<file path="src/rtl/pc_pkg.sv">
// pc_pkg: shared types and constants for the program-counter load controller.
//   PC_DW      byte width of each counter half and of the data bus
//   pc_state_t run/halt/step mode of the counters
//   *_RST      reset values for the registered control outputs
package pc_pkg;

  localparam int PC_DW = 8;

  typedef enum logic [1:0] {
    RUN    = 2'd0,
    HALTED = 2'd1,
    STEP   = 2'd2
  } pc_state_t;

  localparam pc_state_t STATE_RST = HALTED;
  localparam logic      PE_RST    = 1'b1;
  localparam logic      JT_RST    = 1'b0;
  localparam logic      ERR_RST   = 1'b0;
  localparam logic      SV_RST    = 1'b0;

endpackage

</file>
<file path="src/rtl/pc_hitmp_reg.sv">
// pc_hitmp_reg: staged high-byte jump target plus its valid flag.
//   clk_i    clock, rising edge
//   rst_n_i  asynchronous active-low reset
//   we_n_i   active-low write; stages d_i and sets valid
//   clr_i    clears valid (a write on the same edge takes priority)
//   d_i      byte to stage
//   data_o   staged byte
//   valid_o  staged byte present
module pc_hitmp_reg
  import pc_pkg::*;
#(
  parameter int DW = PC_DW
) (
  input  logic          clk_i,
  input  logic          rst_n_i,
  input  logic          we_n_i,
  input  logic          clr_i,
  input  logic [DW-1:0] d_i,
  output logic [DW-1:0] data_o,
  output logic          valid_o
);

  logic [DW-1:0] data_q;
  logic          valid_q;

  always_ff @(posedge clk_i or negedge rst_n_i) begin
    if (!rst_n_i) begin
      data_q  <= '0;
      valid_q <= SV_RST;
    end else if (!we_n_i) begin
      data_q  <= d_i;
      valid_q <= 1'b1;
    end else if (clr_i) begin
      valid_q <= 1'b0;
    end
  end

  assign data_o  = data_q;
  assign valid_o = valid_q;

endmodule

</file>
<file path="src/rtl/pc_load_ctrl.sv">
// pc_load_ctrl: load/count control for the chained 8-bit program counter.
//   CP, _MR        clock (rising) and asynchronous active-low reset
//   D              target byte bus
//   _hitmp_we      active-low: stage D as high-byte target
//   _jmp, _jmpc    active-low jump requests (unconditional / gated by cond)
//   cond, near     jump condition; near selects pc_hi as the high byte
//   pc_hi          current high counter value
//   halt_req       level halt request
//   step_req       single-step request while halted
//   _PE            registered active-low parallel enable to both counters
//   Dlo, Dhi       load values, held between loads
//   CEP            count enable to both counters
//   stage_valid    staged high byte present
//   jump_taken     one-cycle pulse coincident with _PE low
//   err            sticky: far jump requested with nothing staged
//
// state  | meaning
// RUN    | counters increment every cycle except the load cycle
// HALTED | counters frozen; jumps still load (debug load)
// STEP   | one increment cycle, then back to HALTED
module pc_load_ctrl
  import pc_pkg::*;
#(
  parameter int DW                  = PC_DW,
  parameter bit CLEAR_STAGE_ON_JUMP = 1'b1
) (
  input  logic          CP,
  input  logic          _MR,
  input  logic [DW-1:0] D,
  input  logic          _hitmp_we,
  input  logic          _jmp,
  input  logic          _jmpc,
  input  logic          cond,
  input  logic          near,
  input  logic [DW-1:0] pc_hi,
  input  logic          halt_req,
  input  logic          step_req,
  output logic          _PE,
  output logic [DW-1:0] Dlo,
  output logic [DW-1:0] Dhi,
  output logic          CEP,
  output logic          stage_valid,
  output logic          jump_taken,
  output logic          err
);

  pc_state_t     state_q, state_d;
  logic          pe_q, pe_d;
  logic          jt_q, jt_d;
  logic          err_q, err_d;
  logic          step_q;
  logic [DW-1:0] dlo_q, dlo_d;
  logic [DW-1:0] dhi_q, dhi_d;
  logic [DW-1:0] stage_data;
  logic          stage_vld;
  logic          jmp_req, accept, stage_clr, step_edge;

  pc_hitmp_reg #(.DW(DW)) u_hitmp (
    .clk_i   (CP),
    .rst_n_i (_MR),
    .we_n_i  (_hitmp_we),
    .clr_i   (stage_clr),
    .d_i     (D),
    .data_o  (stage_data),
    .valid_o (stage_vld)
  );

  // Both requests low collapses to the unconditional case automatically.
  assign jmp_req   = !_jmp || (!_jmpc && cond);
  assign accept    = jmp_req && (near || stage_vld);
  assign stage_clr = CLEAR_STAGE_ON_JUMP && accept && !near;
  // A held step_req yields only one step per HALTED entry.
  assign step_edge = step_req && !step_q;

  always_comb begin
    pe_d  = !accept;
    jt_d  = accept;
    err_d = err_q || (jmp_req && !near && !stage_vld);
    dlo_d = dlo_q;
    dhi_d = dhi_q;
    if (accept) begin
      dlo_d = D;
      // Old staged value is used even when a new byte is staged this edge.
      dhi_d = near ? pc_hi : stage_data;
    end
  end

  always_comb begin
    state_d = state_q;
    case (state_q)
      HALTED: begin
        if (!halt_req)      state_d = RUN;
        else if (step_edge) state_d = STEP;
      end
      RUN:     if (halt_req) state_d = HALTED;
      STEP:    state_d = HALTED;
      default: state_d = HALTED;
    endcase
  end

  always_ff @(posedge CP or negedge _MR) begin
    if (!_MR) begin
      state_q <= STATE_RST;
      pe_q    <= PE_RST;
      jt_q    <= JT_RST;
      err_q   <= ERR_RST;
      step_q  <= 1'b0;
      dlo_q   <= '0;
      dhi_q   <= '0;
    end else begin
      state_q <= state_d;
      pe_q    <= pe_d;
      jt_q    <= jt_d;
      err_q   <= err_d;
      step_q  <= step_req;
      dlo_q   <= dlo_d;
      dhi_q   <= dhi_d;
    end
  end

  assign _PE         = pe_q;
  assign jump_taken  = jt_q;
  assign err         = err_q;
  assign Dlo         = dlo_q;
  assign Dhi         = dhi_q;
  assign stage_valid = stage_vld;
  assign CEP         = (state_q == RUN || state_q == STEP) && pe_q;

endmodule

</file>
<file path="config.mk">
export PLATFORM = sky130hd
export DESIGN_NAME = pc_load_ctrl
export DESIGN_NICKNAME = d
export VERILOG_FILES = /design/src/rtl/pc_pkg.sv /design/src/rtl/pc_hitmp_reg.sv /design/src/rtl/pc_load_ctrl.sv
export SDC_FILE = /design/constraint.sdc
export NUM_CORES = 1
export LEC_CHECK = 0
export ABC_AREA = 1
export CAP_MARGIN = 20
export CORE_UTILIZATION = 48
export DETAILED_ROUTE_END_ITERATION = 8
export GPL_ROUTABILITY_DRIVEN = 0
export PLACE_DENSITY = 0.83
export SLEW_MARGIN = 20
export SYNTH_ARGS = -nofsm -noshare
export SYNTH_HDL_FRONTEND = slang
export SYNTH_SLANG_ARGS = --single-unit
export TNS_END_PERCENT = 1
</file>
<file path="constraint.sdc">
create_clock -name CP -period 2.7 [get_ports CP]
set_input_delay 0.675 -clock CP [delete_from_list [all_inputs] [get_ports CP]]
set_output_delay 0.675 -clock CP [all_outputs]
set_load 0.01 [all_outputs]
</file>
==> summary.md <==
| Metric | Value |
|---|---|
| Routed len/inst | `11.7 µm` |
| Synthesized net count | `164` |
| Status | `finished clean` |
| PortBufs | `45` |
| Global-route wire length before repair | `4570 µm` |
| Setup TNS after final layout | `0 ps` |
| Iteration-0 DRC Markers | `21` |
| Synth-to-Final Area Change | `37.9%` |
| Reg clk slew, reported paths | `90 ps` |
| CP startpoint kind | `flip-flop` |
| Clk_skew | `9.78 ps` |
| Final #Nets | `212` |
| Final Routed Wirelength | `2560 µm` |
| Design Area, Final | `1920 µm²` |
| Worst skew pair latency | `330 ps` |
| Switching fraction of total power | `25.2%` |
| Hold/Removal Path Class | `flip-flop to flip-flop` |
| Drt via density | `4.75` |
| FP Rows | `19` |
| F_max | `459 MHz` |
| Placed cell areas | `1840 µm²` |
| Total grt overflow | `0` |
| CTS sink cnt | `31` |
| Max Slew Vio Count | `0` |
| Cell breakdown of the critical path | `inv_1, nor2_1, clkdlybuf4s50_1` |
| Max transition margin | `71.4%` |
| Post-CTS sizing | `0` |
| Critical path data arrival time | `1500 ps` |
| DRT Pass-1 Iters | `3` |
| Least-Margin Pin Slew | `428 ps` |
| CTS tree | `built` |
| Die extent in y | `55.9 µm` |
| Clock Power Share | `31.8%` |
| Via count | `1,040` |
| Crit path max-delay cell type | `dfstp_2` |
| Initial core utilization | `50.5%` |
| CTS Buf Count | `5` |
| Yosys reg bits | `31` |
| Max-cap violation count | `0` |
| Hold buffers post-CTS | `0` |
| DRC | `0` |
| Layout cell share with drive strength beyond 1 | `20.7%` |
| Antenna Cells | `0` |
| Vias in the first global route | `1,020` |
| Worst setup path class | `flip-flop to primary output` |
| Slowest Stage Delay on Critical Path | `540 ps` |
| Die Area | `3120 µm²` |
| Die Width | `55.9 µm` |
| Req. time, crit path | `2030 ps` |
| H-tree Lvls | `2` |
| Hold_ws | `479 ps` |
| RSZ-0062 raised after global routing | `false` |
| Max VDD drop | `0.609 mV` |
| Synth Instances | `139` |
| Setup WS post-layout | `521 ps` |
| Internal | `874 µW` |
| R2R depth | `5` |
| Syn Area/Cell | `10.0 µm²` |
| Hold path cells | `2` |
| Setup violators final | `0` |
| Post-layout min period | `2180 ps` |
| Longest Clk Path Bufs | `2` |
| Pre-CTS WS | `647 ps` |
| Power share of the combinational group | `21.4%` |
| Hpwl dp | `1950 µm` |
| Synth cell types | `18` |
| Most frequent cells in the layout | `nand2_1 (46), clkdlybuf4s50_1 (45), dfrtp_1 (29)` |
| I/O pin cnt | `46` |
| Final period util | `80.7%` |
| Most common cell after layout, fill and taps aside | `nand2_1` |
| Pwr/cell area | `609 nW/µm²` |
| Core Util, Final | `69.7%` |
| Largest net degree at the start of global routing | `32` |
| Hold Fails Final Rpt | `0` |
| LEAKAGE | `0.923 nW` |
| Crit path max fanout | `2` |
| Post-synthesis sequential area ratio | `55.8%` |
| Root buf cell | `clkbuf_4` |
| Core area | `2760 µm²` |
| P_sw | `295 µW` |
| Antenna Violating Nets Remaining | `0` |
| Synth Warn # | `0` |
| Initial antenna violation count | `0` |
| Crit. End Element | `primary output` |
| Cell area after synthesis | `1390 µm²` |
| Seq pwr share | `46.8%` |
| Overall Global Routing Usage | `19.3%` |
| Post-CTS Setup Bufs | `0` |
cell type report:
class,count,area (µm²)
clock buffers,6,51.3
clock inverters,2,35.0
fillers,215,836
inverters,9,41.3
multi-input cells,94,519
flip-flops and latches,31,778
well taps,31,38.8
repair buffers,46,458
critical path: cells and delay by family (launching register included):
| family | cells | cell delay, ps |
|---|---|---|
| simple gates | 1 | 80 |
| flops | 1 | 540 |
| buf+inv | 2 | 570 |
routing by layer:
layer	GRT usage, %	vias up	part of all wire, %
met5	0	-	0
li1	-	532	-
met1	24.3	470	44
met4	7.32	0	0.66
met2	30.6	36	48
met3	6.98	2	6.8
Yosys cell counts, drive strengths merged:
library cell	n	area, µm²
a21oi	1	5.00
buf	5	55.1
dfrtp	29	726
dfstp	2	52.6
inv	9	41.3
mux2	8	90.1
nand2	65	324
nand3	16	80.1
nor2	2	7.51
nor3	1	5.00
o21bai	1	7.51
sequential cells by signal, summed over array words and instances, names as in the netlist:
signal	cells
Dhi	8
Dlo	8
_PE	1
err	1
jump_taken	1
state_q	2
step_q	1
u_hitmp.data_o	8
u_hitmp.valid_o	1
per-stage QoR:
step | cells | power (mW)
final | 219 | 1.17
after global routing | 219 | 1.24
after CTS | 219 | 1.18
after detailed placement | 211 | 0.809
after global placement | 211 | 0.803
after floorplan | 139 | 0.676
path summary, 6_finish.rpt:
kind	slack, ps	startpoint	endpoint
setup reg to reg	1670	u_hitmp.valid_o	Dhi[3]
setup / recovery	520	_PE	CEP
hold reg to reg	480	Dhi[4]	Dhi[4]
hold / removal	480	Dhi[4]	Dhi[4]
max in group asynchronous	1650	_MR	_PE
min in group asynchronous	730	_MR	Dhi[5]
cell families after synthesis:
group,synth area share (%)
AND/OR/NAND/NOR,29.9
AO/OA/AOI/OAI,0.898
multiplexers,6.46
buffers and inverters,6.91
flip-flops,55.8
power groups by stage:
stage	sequential [mW]	clock (mW)	combinational [mW]
4_1_cts	0.548	0.379	0.254
5_1_grt	0.554	0.409	0.273
3_3_place_gp	0.555	0	0.248
2_1_floorplan	0.570	0	0.106
6_report	0.548	0.372	0.250
3_5_place_dp	0.557	0	0.253
Power figures use the tool's default switching activity.
